File: src/rtl/poly_add_ctrl.sv
// poly_add_ctrl: streams KYBER_N coefficient pairs from two source RAMs through an adder into a destination RAM.
// Optional feature macro POLY_ADD_CTRL_MODQ_EN adds one conditional subtraction of KYBER_Q to every sum.
module poly_add_ctrl #(
    parameter int KYBER_N = 256,
    parameter int KYBER_Q = 3329,
    parameter int COEFF_W = 16,
    parameter int ADDR_W  = 8
) (
    input  logic               clk,
    input  logic               rst,
    input  logic               start,
    input  logic               stall,
    output logic               busy,
    output logic               done,
    output logic               rd_en,
    output logic [ADDR_W-1:0]  rd_addr,
    input  logic [COEFF_W-1:0] a_data,
    input  logic [COEFF_W-1:0] b_data,
    output logic               wr_en,
    output logic [ADDR_W-1:0]  wr_addr,
    output logic [COEFF_W-1:0] wr_data
);

    typedef enum logic [1:0] {IDLE, READ, DRAIN, DONE} state_t;

    localparam logic [ADDR_W-1:0] LAST_ADDR = ADDR_W'(KYBER_N - 1);

    if ((KYBER_N != (1 << ADDR_W)) || (KYBER_Q <= 0) || (KYBER_Q >= (1 << COEFF_W))) begin : gBadParams
        $error("poly_add_ctrl: KYBER_N must equal 2**ADDR_W and KYBER_Q must fit in COEFF_W bits");
    end

`ifdef POLY_ADD_CTRL_MODQ_EN
    localparam logic signed [COEFF_W:0] Q_EXT = (COEFF_W + 1)'(KYBER_Q);
`endif

    state_t              state;
    state_t              stateNext;
    logic [ADDR_W-1:0]   rdAddr_p0;
    logic                vld_p1;
    logic [ADDR_W-1:0]   addr_p1;
    logic                vld_p2;
    logic [ADDR_W-1:0]   wrAddr_p2;
    logic [COEFF_W-1:0]  wrData_p2;
    logic                rdIssue;
    logic                wrIssue;

    function automatic logic [COEFF_W-1:0] addCoef(
        input logic signed [COEFF_W-1:0] a,
        input logic signed [COEFF_W-1:0] b
    );
`ifdef POLY_ADD_CTRL_MODQ_EN
        logic signed [COEFF_W:0] sum;
        sum = {a[COEFF_W-1], a} + {b[COEFF_W-1], b};
        if (sum >= Q_EXT) begin
            sum = sum - Q_EXT;
        end
        return sum[COEFF_W-1:0];
`else
        return a + b;
`endif
    endfunction

    // A write is held (not lost) while stalled; the registered strobe is only gated at the port.
    assign wrIssue = vld_p2 && !stall;

    always_comb begin
        stateNext = state;
        busy      = 1'b0;
        done      = 1'b0;
        rdIssue   = 1'b0;
        case (state)
            IDLE: begin
                if (start) begin
                    stateNext = READ;
                end
            end
            READ: begin
                busy    = 1'b1;
                rdIssue = !stall;
                if (rdIssue && (rdAddr_p0 == LAST_ADDR)) begin
                    stateNext = DRAIN;
                end
            end
            DRAIN: begin
                busy = 1'b1;
                if (wrIssue && (wrAddr_p2 == LAST_ADDR)) begin
                    stateNext = DONE;
                end
            end
            DONE: begin
                done      = 1'b1;
                stateNext = IDLE;
            end
            default: stateNext = IDLE;
        endcase
    end

    always_ff @(posedge clk) begin
        if (rst) begin
            state <= IDLE;
        end else begin
            state <= stateNext;
        end
    end

    // Stage 0: read issue; the counter parks on the last address instead of wrapping
    always_ff @(posedge clk) begin
        if (rst) begin
            rdAddr_p0 <= '0;
        end else if ((state == IDLE) && start) begin
            rdAddr_p0 <= '0;
        end else if (rdIssue && (rdAddr_p0 != LAST_ADDR)) begin
            rdAddr_p0 <= rdAddr_p0 + 1'b1;
        end
    end

    // Stage 1: RAM data returns (RAMs hold their output during stall); Stage 2: registered write
    always_ff @(posedge clk) begin
        if (rst) begin
            vld_p1    <= 1'b0;
            addr_p1   <= '0;
            vld_p2    <= 1'b0;
            wrAddr_p2 <= '0;
            wrData_p2 <= '0;
        end else if (!stall) begin
            vld_p1  <= rdIssue;
            addr_p1 <= rdAddr_p0;
            vld_p2  <= vld_p1;
            if (vld_p1) begin
                wrAddr_p2 <= addr_p1;
                wrData_p2 <= addCoef(a_data, b_data);
            end
        end
    end

    assign rd_en   = rdIssue;
    assign rd_addr = rdAddr_p0;
    assign wr_en   = wrIssue;
    assign wr_addr = wrAddr_p2;
    assign wr_data = wrData_p2;

endmodule

File: config.mk
export PLATFORM = sky130hd
export DESIGN_NAME = poly_add_ctrl
export DESIGN_NICKNAME = d
export VERILOG_FILES = /design/src/rtl/poly_add_ctrl.sv
export SDC_FILE = /design/constraint.sdc
export NUM_CORES = 1
export LEC_CHECK = 0
export ABC_AREA = 1
export CAP_MARGIN = 20
export CORE_UTILIZATION = 53
export CTS_CLUSTER_DIAMETER = 60
export DETAILED_ROUTE_END_ITERATION = 10
export PLACE_DENSITY = 0.89
export SYNTH_ARGS = -nofsm -noshare
export SYNTH_HDL_FRONTEND = slang
export SYNTH_SLANG_ARGS = --single-unit
File: constraint.sdc
create_clock -name clk -period 3 [get_ports clk]
set_input_delay 0.6 -clock clk [delete_from_list [all_inputs] [get_ports clk]]
set_output_delay 0.6 -clock clk [all_outputs]
set_load 0.005 [all_outputs]
**Word level (Yosys, flattened, before mapping)**

Index checks and enable logic that the tools add are counted.

- Bits in registers: 44
- Logic and storage cells: 37
- Output and inout bits: 36

- Reduce and logical (&&, ||, !) cells: 11
- Add/sub/neg operators: 2
- Bitwise logic cells: 1
- Mux-type cells: 7
- Eq/ne operators: 9

Operators with widths:

| kind | count |
|---|---|
| 16-bit adder | 1 |
| 8-bit equality test, second input constant | 2 |
| 8-bit by 1-bit adder with 8-bit output, second input constant | 1 |
| 8-bit != test, second input constant | 1 |
| 2-bit one-hot mux with 4 select lines | 1 |
| 2-bit 2-to-1 mux | 3 |
| 2-bit != test, second input constant | 3 |
| 1-bit logical AND | 5 |
| 2-bit equality test, second input constant | 2 |
| 2-bit OR reduction | 2 |
| 1-bit 2-to-1 mux | 3 |
| 3-bit AND reduction | 1 |
| 2-bit by 1-bit equality test with 1-bit output, second input constant | 1 |
| 2-bit logical NOT | 1 |
| 2-bit AND reduction | 1 |
| 1-bit logical NOT | 1 |
| 1-bit NOT | 1 |

**Depth between registers and ports, before layout**

Gate-level depths: netlist of the first run.

- Depth in word-level cells: 5
- Mapped depth: 11

**Worst setup path before layout of the first run**

OpenSTA, ideal clock, no wires.

- Path type: input port to flip-flop
- From: input a_data[0]
- To: register wrData_p2[8], in the netlist wr_data[8]
- Path slack: 1.037 ns
- Stages on the path: 9
- Arrival time: 1.854 ns
- Cells stage by stage: ha_1 > fa_1 > nand3_1 > nand3_1 > a21oi_1 > xor2_1 > nand2_1 > nand2_1 > inv_1

- Word-level cells in the longest chain between the ends: 1

RTL lines:

| what | line | source |
|---|---|---|
| start, declared | 17 | `input logic [COEFF_W-1:0] a_data,` |
| 16-bit adder | 59 | `return a + b;` |
| end signal, assigned | 131 | `wrData_p2 <= addCoef(a_data, b_data);` |
| end, declared | 43 | `logic [COEFF_W-1:0] wrData_p2;` |

Every way passes these cells.
A chain may end at the register's enable or synchronous reset.

**Final worst setup path of the first run**

- From: input stall
- To: output rd_en

- Word-level cells in the longest chain between the ends: 2

RTL lines:

| what | line | source |
|---|---|---|
| start, declared | 12 | `input logic stall,` |
| 1-bit logical NOT | -- |  |
| 1-bit 2-to-1 mux | 71 | `case (state)` |
| end, declared | 15 | `output logic rd_en,` |

Every way passes these cells.

==> results of run 1 <==
-- report_power, final --
part	internal, mW	total (mW)	switching [mW]
logic	0.278	0.600	0.322
clock network	0.170	0.403	0.233
registers	0.639	0.684	0.0446
-- area by class of cell --
class                   instances  area share (%)
inverters                      70           7.382
repair buffers                 74           20.40
flip-flops and latches         44           24.51
well taps                      67           2.333
clock buffers                   5           1.915
multi-input cells             303           42.76
clock inverters                 3          0.6964
-- per-layer routing --
metal | GRT usage, % | up-vias | share of wire, %
met5 | 0 | - | 0
met1 | 34.55 | 1296 | 43
met3 | 5.761 | 12 | 6.7
met4 | 7.906 | 0 | 1.8
met2 | 45.26 | 116 | 48
li1 | - | 1475 | -
-- sequential cells by signal, indices dropped and copies added, names as in the netlist --
name and flops:
addr_p1 8, state 2, wr_data 16, vld_p1 1, rd_addr 8, vld_p2 1
wr_addr 8
-- cell families (layout without fill, tap and decap cells) --
family          after synthesis  in the layout
xor+xnor                      7              7
compound gates               55             55
flops                        44             44
buf+inv                      78            152
fa+ha+maj                    22             22
simple gates                219            219
-- worst min-delay path: stages, from the launching register on --
cell     delay [ns]
dfxtp_1        0.32
nand2_1        0.05
a21oi_1        0.05
-- worst min-delay path by stage --
stage               depth (start not counted)   start      to  slack (ns)
floorplan                                   2  vld_p2  vld_p2        0.44
global placement                            2  vld_p2  vld_p2        0.44
detailed placement                          2  vld_p1  vld_p1        0.45
CTS                                         2  vld_p2  vld_p2        0.47
global route                                2  vld_p2  vld_p2        0.49
finish                                      2  vld_p2  vld_p2        0.46
-- synth_stat cells, types with 4 or more instances --
cell type / count / area share (%)
nand3_1: 31 / 5.7
inv_1: 64 / 8.8
nor2_1: 64 / 8.8
nor3_1: 6 / 1.1
inv_2: 5 / 0.69
clkbuf_1: 4 / 0.55
nand2_1: 109 / 15
dfxtp_1: 44 / 32
xor2_1: 4 / 1.3
a21oi_1: 26 / 4.8
ha_1: 21 / 9.7
o21ai_0: 25 / 4.6
-- through the flow --
stage / total power, mW / cells
floorplan: 1.039 / 425
global placement: 1.252 / 558
detailed placement: 1.282 / 558
CTS: 1.681 / 566
global route: 1.791 / 566
finish: 1.687 / 566
==> results, run 1 <==
- Across all register-to-register paths, the minimum setup slack is around 1.3 ns.
- The quantity of gates resized following cts is 0.
- In the layout the commonest cells are 109 x nand2_1, 71 x clkdlybuf4s50_1, 64 x inv_1, 64 x nor2_1, 44 x dfxtp_1.
- The worst-case IR drop observed on VDD is 0.2763 mV.
- Counting buffers and inverters, the worst setup path is 5 cells deep.
- Registers take 880.8 sq um.
- The violation count after the first detailed-route iteration is 179.
- In the routed design, unresolved DRC markers number 0.
- The multi-input combinational cells in the finished layout cover a total of roughly 1500 sq um.
- The proportion of synthesized chip area in sequential cells is 32.41%.
- The post-route antenna net violation count is 0.
- The maximum level of the CTS H-tree is 2.
- The endpoint required time on the critical path is 2.40 ns.
- Together, buffers and inverters on the worst path number 4.
- For this run, the number of Yosys warnings is 0.
- After routing the design area is 3593 sq um.
- For the worst-skew pair, the clock arrives at the later sink with an insertion delay of 0.31 ns.
- The I/O pin count is 72.
- Along the worst path, the maximum fanout reaches 6.
- The minimum period implied by the final worst setup slack is roughly 2.5 ns.
- Traced cell by cell, the critical path runs through clkdlybuf4s50_1 > inv_2 > nand2_1 > inv_2 > clkdlybuf4s50_1.
- The last weighted congestion value of the routability-driven placer is 0.8784.
- The overflow left after global routing is 0.
- Summed over all layers, the routed wires come to 6.762 mm.
- The library cell used most frequently in the layout, excluding fill and tap cells, is nand2_1.
- The final count of hold timing violations was 0.
- The number of global-route vias before repair is 2514.
- The data arrival time of the critical path is ~1.9 ns.
- The max-cap violation count is 0.
- In this run the post-CTS setup repair buffer count came out at 0.
- Summing over every cut layer, the via total after detailed routing is 2899.
- The synthesized netlist devotes 2.256% of its cell area to XOR and XNOR gates.
- After synthesis, the share of flip-flops with an asynchronous set or reset is 0%.
- The starting density of the core is a little under three fifths.
- The cell at the slowest stage of the critical path is clkdlybuf4s50_1.
- The critical path starts at stall.
- For this run, the post-layout net count is approximately 560.
- A synthesized cell averages 6.394 sq um.
- The clock net sink count is 44.
- The layout cell share with drive strength beyond 1 is 4.409%.
- For this design the ratio of total power to cell area is between 400 and 500 nW/um^2.
- The cell count after synthesis is 425.
- The area growth from synthesis to layout is 32.23%.
- The global-route usage over all layers is 26.92%.
- The most critical setup path has its endpoint at rd_en.
- The worst-case reg-to-reg path depth is 10.
- Fill cells in the final layout number about 410.
- The worst path meets setup with between 0.5 and 0.6 ns of slack.
- The number of synthesized register bits is 44.
- Setup repair after global routing left no endpoint under its margin.
- The netlist uses 26 different library cells.
- The number of antenna violations at the first check in global routing is 0.
- The final setup violation count is 0.
- The final clock skew is 0.008052 ns.
- In this design, the stage delay of the slowest critical-path cell is 0.51 ns.
- In the routed layout, each cell is associated on average with a via count of 5.122.
- Entering global routing, the biggest net connects 37 pins.
- The max-slew violation count is 0.
- The total core area is approximately 4800 sq um.
- The placement-stage worst setup slack is 0.4474 ns.
- The root buffer cell chosen for the clock tree is clkbuf_8.
- The mapped cell area is 2718 sq um.
- Based on the critical path, the design can be clocked at up to 0.4055 GHz.
- The worst relative slew slack is a little under three fifths.
- The largest buffer count on any clock path is 2.
- The run finished with clean final reports.
- The worst hold slack is 0.4637 ns.
- TritonCTS built the clock tree.
- The first-pass GRT wire length is 11.19 mm.
- Port buffering added 71 buffers.
- The most used flip-flop cell after synthesis is dfxtp_1.
- The critical path class is input port to output pin.
- The synthesized netlist devotes between 10% and 20% of its cell area to adder and majority cells.
- The initialized floorplan defines 25 standard-cell rows.
- The number of antenna diodes in the final layout is 0.
- The first detailed-routing pass ran for 5 iterations.
- The synthesized netlist devotes between 10% and 20% of its cell area to compound gates.
- The worst setup path is captured at an output pin.
- The detailed-placement wirelength estimate is 5.016 mm.
- Summed over all cells, the static leakage comes to 1.715 nW.
- The cell family contributing the most delay on the critical path is buffers and inverters.
- The register clock-pin slew on the reported worst setup and hold paths is approximately 0.090 ns.
- The number of nets in the synthesized netlist is a little under 500.
- Counting flops with a built-in enable in the synthesized netlist gives 0.
- The launching point of the worst reg2reg path is rd_addr[0].
- From left edge to right edge, the die measures approximately 74 um.
- Once placement finished, the instance area stood at 3500 sq um.
- After synthesis, the largest family of logic cells by area is simple AND/OR/NAND/NOR gates.
- The number of buffers inserted during clock tree synthesis is 5.
- The post-synthesis mux area share is 0%.
- After detailed routing, the average wire length per cell comes to 11.95 um.
- The simple logic cell fraction of the synthesized area is between 30 and 40%.
- The count of hold buffers inserted by post-cts repair is 0.
- The utilization after layout is 74.60%.
- The startpoint class of the critical path is an input port.
- For the pin with the worst max-slew slack, the measured transition is 0.6687 ns.
- The reg-to-reg critical path endpoint is rd_addr[7].
- Measured along the y axis, the die boundary spans about 74 um.
- The part of the cycle the worst path needs is between 80% and 90%.
- The tightest min-delay check is of the register to register type.
- The total negative slack is 0 ns.
- The die covers 5418 sq um.
No activity file was read; power rests on OpenSTA's default activity.
==> inputs of run 2 (changes only) <==
CORE_UTILIZATION = 49   (was 53)
PLACE_DENSITY = 0.84   (was 0.89)
clock period = 2.6 ns   (was 3 ns; I/O delays follow)
==> run 2 against run 1 <==
Sequential power rose by 15%. Sequential share of layout area shrank 0.094 points. Setup slack got worse by 0.25 ns. Routed wire length is 5.8% lower. Critical path depth did not move. Non-clock buffer count rose by 1. Total power grew 13%. Register-to-register slack worse by 0.35 ns. Via count is 2.6% lower. Global-route usage down 3.8 points. Clock power increased by 12%. First-iteration DRC count is 19% lower. Critical endpoint unchanged. Largest power group unchanged. Highest routed layer unchanged.
==> results, run 2 (synthesized netlist as in run 1, its figures left out) <==
- The average routed wire per standard cell is 11.20 um.
- The critical path is of the input port to output pin type.
- The library cell used most frequently in the layout, excluding fill and tap cells, is nand2_1.
- The starting density of the core is 51.89%.
- The number of clock buffers added by TritonCTS is 5.
- The final clock skew is 0.007870 ns.
- The total negative slack is 0 ns.
- The worst setup slack after layout is 0.2827 ns.
- In this run the post-CTS setup repair buffer count came out at 0.
- The I/O pin count is 72.
- The worst path uses 89.13% of the clock period.
- The die covers ~5800 sq um.
- The max-cap violation count is 0.
- The number of flip-flops in the largest register is 16.
- The source of the critical timing path is stall.
- The first global-routing pass estimated 11.24 mm of wire.
- The total core area is 5238 sq um.
- The peak fanout along the critical path is 6.
- Once placement finished, the instance area stood at 3511 sq um.
- The height of the die is about 76 um.
- The family with the most delay on the worst path is buffers and inverters.
- The max-slew violation count came to 0.
- Setup violations remaining at the end of the flow were counted as 0.
- The startpoint class of the critical path is an input port.
- The area growth from synthesis to layout is 32.73%.
- Setup repair after global routing left no endpoint under its margin.
- The worst register-to-register path begins at rd_addr[0].
- The wire-length estimate of the detail-placed layout is ~5 mm.
- Subtracting the final worst setup slack from the clock period gives 2.317 ns.
- The count of buffering cells on the critical path with inverters included is 4.
- After the first detailed-routing iteration, the DRC count stood at 145.
- The type of destination of the critical path is an output pin.
- The tree built by TritonCTS fans out to 44 sinks.
- The number of buffer cells added on primary ports is 71.
- The length of the first detailed-routing pass in iterations is 4.
- The post-layout net count is about 560.
- The flow ran to the end, and the final reports show no timing, DRC or antenna violations.
- Entering global routing, the biggest net connects 32 pins.
- Clock tree synthesis selected as its root buffer the cell clkbuf_8.
- The cell at the slowest stage of the critical path is clkdlybuf4s50_1.
- Once the clock tree was built, the resizer swapped 0 gates to a different size.
- The overflow left after global routing is 0.
- The chip width is 76.47 um.
- For this run, the slowest stage of the critical path takes roughly 0.52 ns.
- The maximum level of the CTS H-tree is 2.
- The worst ir drop on vdd is 0.3082 mV.
- In the routed layout, each cell is associated on average with a via count of 4.961.
- Hold repair after CTS inserted 0 buffers.
- The clock latency at the later pin of the worst-skew pair is 0.29 ns.
- The last weighted congestion value of the routability-driven placer is between 0.8 and 0.9.
- Hold is met by 0.4717 ns.
- TritonCTS built the clock tree.
- Data arrives at the worst endpoint at about 1.8 ns.
- The worst relative slew slack is 58.93%.
- The number of antenna violations at the first check in global routing is 0.
- The total leakage power is 1.725 nW.
- The number of inserted diodes is 0.
- The largest buffer count on any clock path is 2.
- For this run, design rule violations remaining after detail routing come to 0.
- The number of global-route vias before repair was 2684.
- The number of cells after detailed placement is 562.
- The path class of the tightest hold or removal check is register to register.
- The top cell types in the final layout, fill and taps aside, are 109 x nand2_1, 71 x clkdlybuf4s50_1, 64 x inv_1, 64 x nor2_1, 44 x dfxtp_1.
- The total non-filler cell area in the finished layout is 3607 sq um.
- Fill cells in the final layout number between 400 and 500.
- The total wire length after detailed routing is 6.372 mm.
- Cells fill 68.87% of the core in the end.
- The floorplan has 26 rows.
- For this run, the top clock speed supported by timing is 0.4315 GHz.
- The layout cell share with drive strength beyond 1 is 4.409%.
- The count of placed standard cells in the final layout, fillers left out is 569.
- The signal on the critical path passes through clkdlybuf4s50_1 > inv_2 > nand2_1 > inv_2 > clkdlybuf4s50_1.
- The startpoint identified for the worst hold timing path is vld_p2.
- At the placement stage, the worst setup path has a slack of 0.1443 ns.
- The number of vias in the routed layout is 2823.
- Global routing consumed, over all layers together, 23.14% of the routing resources.
- The cell area power density is 529.6 nW/um^2.
- The post-route antenna net violation count is 0.
- After clock tree synthesis, the clock-pin slew on the worst setup and hold paths is 0.07 ns.
- At the pin with the least slew margin, the transition time is 0.6154 ns.
- The final count of hold timing violations was 0.
- The endpoint required time on the critical path is 2.08 ns.
- The post-route total power is about 1.9 mW.
## run 2: changes by cell type in the layout (fill, tap and decap cells not counted)
cell	before	now
clkinvlp_4	1	0
buf_4	3	4
inv_6	2	0
clkbuf_8	5	7
## run 2: final timing paths
path | to | slack, ns | cells after the start
max | rd_en | 0.28 | 5
min | vld_p2 | 0.47 | 2
max reg2reg | rd_addr[7] | 0.98 | 10
min reg2reg | vld_p2 | 0.47 | 2
## run 2: layout make-up
cell class                 count  area, sq um  share of cell area [%]
tap                           70        87.58                   2.428
multi-input combinational    303         1536                   42.59
clock buffer                   7        96.34                   2.671
timing repair buffer          75        740.7                   20.53
inverter                      70        265.3                   7.353
sequential                    44        880.8                   24.42
## run 2: where the power goes
group | switching [mW] | total [mW] | internal (mW) | leakage, nW
clock network | 0.214 | 0.451 | 0.237 | 0.0503
logic | 0.354 | 0.673 | 0.319 | 1.32
registers | 0.0488 | 0.786 | 0.737 | 0.358
total | 0.617 | 1.91 | 1.29 | 1.73
## run 2: metal layers
metal | GRT usage, % | routed length, um | part of all wire, %
met3 | 3.353 | 312 | 4.9
met2 | 41.44 | 3054 | 48
met1 | 28.75 | 2956 | 46
met4 | 6.154 | 47 | 0.74
met5 | 0 | 0 | 0
## run 2: worst min-delay path, cell delays in order (launching register included)
cell	delay (ns)
dfxtp_1	0.32
nand2_1	0.05
a21oi_1	0.05
==> inputs of run 3 (changes only) <==
CORE_UTILIZATION = 63   (was 49)
DONT_BUFFER_PORTS = 1   (was not set)
GPL_ROUTABILITY_DRIVEN = 0   (was not set)
PLACE_DENSITY = 0.82   (was 0.84)
==> run 3 against run 2 <==
Flip-flop and latch count unchanged. Sequential power increased by 1%. Non-clock buffer count fell by 75. Utilization increased by 1.6 points. Setup slack improved by 0.62 ns. Critical path type is now register to output pin.
==> results, run 3 (synthesized netlist as in run 1, its figures left out) <==
- The run finished with clean final reports.
- Counting instances, the worst hold path has a depth of 1.
- For this run, the top clock speed supported by timing is 0.5877 GHz.
- The number of setup buffers added after CTS is 0.
- The peak fanout along the critical path is 4.
- STA classifies the critical path startpoint as a register.
- The placed standard-cell area is 2745 sq um.
- The largest buffer count on any clock path is 2.
- The critical path class is register to output pin.
- The detailed router placed 2508 vias in this run.
- The first global-routing pass estimated roughly 8.9 mm of wire.
- Setup repair after global routing left no endpoint under its margin.
- Measured along the x axis, the die boundary spans 67.68 um.
- The family with the most delay on the worst path is flip-flops.
- The reg2reg setup slack is 1.00 ns.
- The number of antenna violations at the first check in global routing is 0.
- The source of the critical timing path is state[1].
- The final clock skew is 0.006421 ns.
- Clock-pin slew was measured on the worst setup and hold paths at 0.09 ns.
- The final layout contains 482 nets.
- The worst ir drop on vdd is 0.4488 mV.
- The detail route stage leaves a number of antenna-violating nets equal to 0.
- Dividing the detail-routed via count by the number of cells gives 5.280.
- At the worst endpoint, the required time is 2.08 ns.
- The number of remaining DRC errors is 0.
- The utilization after layout is 70.49%.
- Clock tree synthesis selected as its root buffer the cell clkbuf_8.
- The region available for standard cell placement spans just over 4000 sq um.
- In this run the number of cells on the critical path is 4.
- The launching point of the worst reg2reg path is rd_addr[0].
- The max-slew violation count was 0.
- The count of buffering cells on the critical path with inverters included is 2.
- Global routing used 25.86% of the available tracks.
- The total overflow left after global routing is 0.
- The number of buffers inserted during clock tree synthesis is 5.
- For the pin with the worst max-slew slack, the measured transition is about 0.63 ns.
- The pin count of the biggest net entering global routing is 37.
- The average routed wire per standard cell is 11.83 um.
- The length of the first detailed-routing pass in iterations is 4.
- The register area is a little under 900 sq um.
- The detailed-placement wirelength estimate is 4.304 mm.
- The final setup violation count is 0.
- The area growth from synthesis to layout is 5.249%.
- The violation count after the first detailed-route iteration is around 140.
- The count of hold buffers inserted by post-cts repair is 0.
- In the final layout, the share of cells above drive strength 1 is 4.471%.
- In this run the critical register-to-register path is captured at state[1].
- STA puts the critical path data arrival time at approximately 1.2 ns.
- The final count of hold timing violations is 0.
- The worst path uses 65.45% of the clock period.
- Fill cells in the final layout number 350.
- The worst setup path is captured at an output pin.
- The library cells used most frequently in the layout, excluding fill and tap cells, are 109 x nand2_1, 64 x inv_1, 64 x nor2_1, 44 x dfxtp_1, 31 x nand3_1.
- CTS built an H-tree with a depth of 2.
- Summing all multi-input logic gate instances after layout gives between 1500 and 2000 sq um.
- For this design, the sink count on the clock tree is 44.
- The worst relative slew slack is 57.81%.
- In this run the static leakage power is 1.450 nW.
- The floorplan has 23 rows.
- The tool flagged a number of max-cap violations equal to 0.
- The largest single stage delay on the critical path is 0.38 ns.
- Dividing total power by cell area gives a power density of 636.2 nW/um^2.
- The signal on the critical path passes through inv_1 > ha_1 > nand2_1 > inv_2.
- The worst path in the final design needs a cycle of 1.702 ns, including I/O delays and setup.
- The starting density of the core is approximately two thirds.
- The worst setup slack after layout is 0.8984 ns.
- The most common cell after layout, fill and taps aside is nand2_1.
- The TritonCTS clock tree is done.
- Port buffering added 0 buffers.
- The height of the die is 67.68 um.
- The clock latency at the later pin of the worst-skew pair is 0.30 ns.
- The type of the worst min-delay path is input port to register.
- The worst hold slack is 0.2765 ns.
- The repair_antennas step left the layout with diodes totalling 0.
- Post-CTS repair changed the size of 0 cells.
- Pin placement for this block handled 72 I/O pins.
- The placement-stage worst setup slack is 0.5752 ns.
- The worst-case reg-to-reg path depth is 9.
- The number of global-route vias before repair is 2173.
- The total non-filler cell area in the finished layout is 2860 sq um.
- The critical path ends at rd_en.
- The number of flip-flops in the largest register is 16.
- The cell at the slowest stage of the critical path is dfxtp_1.
- Setup total negative slack on the finished layout was measured at 0 ns.
- The floorplan die area is 4581 sq um.
- The total wire length after detailed routing is 5.618 mm.
-- run 3: cell type report --
cell class / count / share of cell area (%)
clock buffers: 5 / 2.406
clock inverters: 3 / 1.619
inverters: 70 / 9.274
multi-input cells: 303 / 53.72
flip-flops and latches: 44 / 30.80
well taps: 50 / 2.187
-- run 3: routing by layer --
metal / GRT usage [%] / routed length [um] / up-vias
li1: - / - / 1330
met1: 32.28 / 2609 / 1088
met2: 41.58 / 2460 / 79
met3: 9.122 / 475 / 11
met4: 7.181 / 73 / 0
met5: 0 / 0 / -
-- run 3: worst min-delay path by stage --
stage	start	slack, ns	endpoint
4_1_cts	rst	0.27	vld_p2
2_1_floorplan	vld_p2	0.44	vld_p2
3_5_place_dp	vld_p1	0.44	vld_p1
3_3_place_gp	vld_p2	0.44	vld_p2
6_report	rst	0.28	vld_p2
5_1_grt	rst	0.26	vld_p1
-- run 3: power by group --
group	total, mW	leakage [nW]	switching (mW)	internal, mW
sequential	0.794	0.358	0.0566	0.737
combinational	0.499	1.04	0.321	0.177
clock	0.527	0.0548	0.238	0.289
total	1.82	1.45	0.616	1.20
-- run 3: worst reg2reg max path: cells and delay by family (launching register included) --
| kind | cells | cell delay [ns] |
|---|---|---|
| adder cells (fa/ha/maj) | 1 | 0.25 |
| buffers and inverters | 1 | 0.08 |
| flip-flops | 1 | 0.47 |
| AND/OR/NAND/NOR | 7 | 0.74 |
-- run 3: through the flow --
stage / total power [mW] / std cells
3_5_place_dp: 1.296 / 467
4_1_cts: 1.822 / 475
3_3_place_gp: 1.277 / 467
6_report: 1.820 / 475
2_1_floorplan: 1.199 / 425
5_1_grt: 1.951 / 475
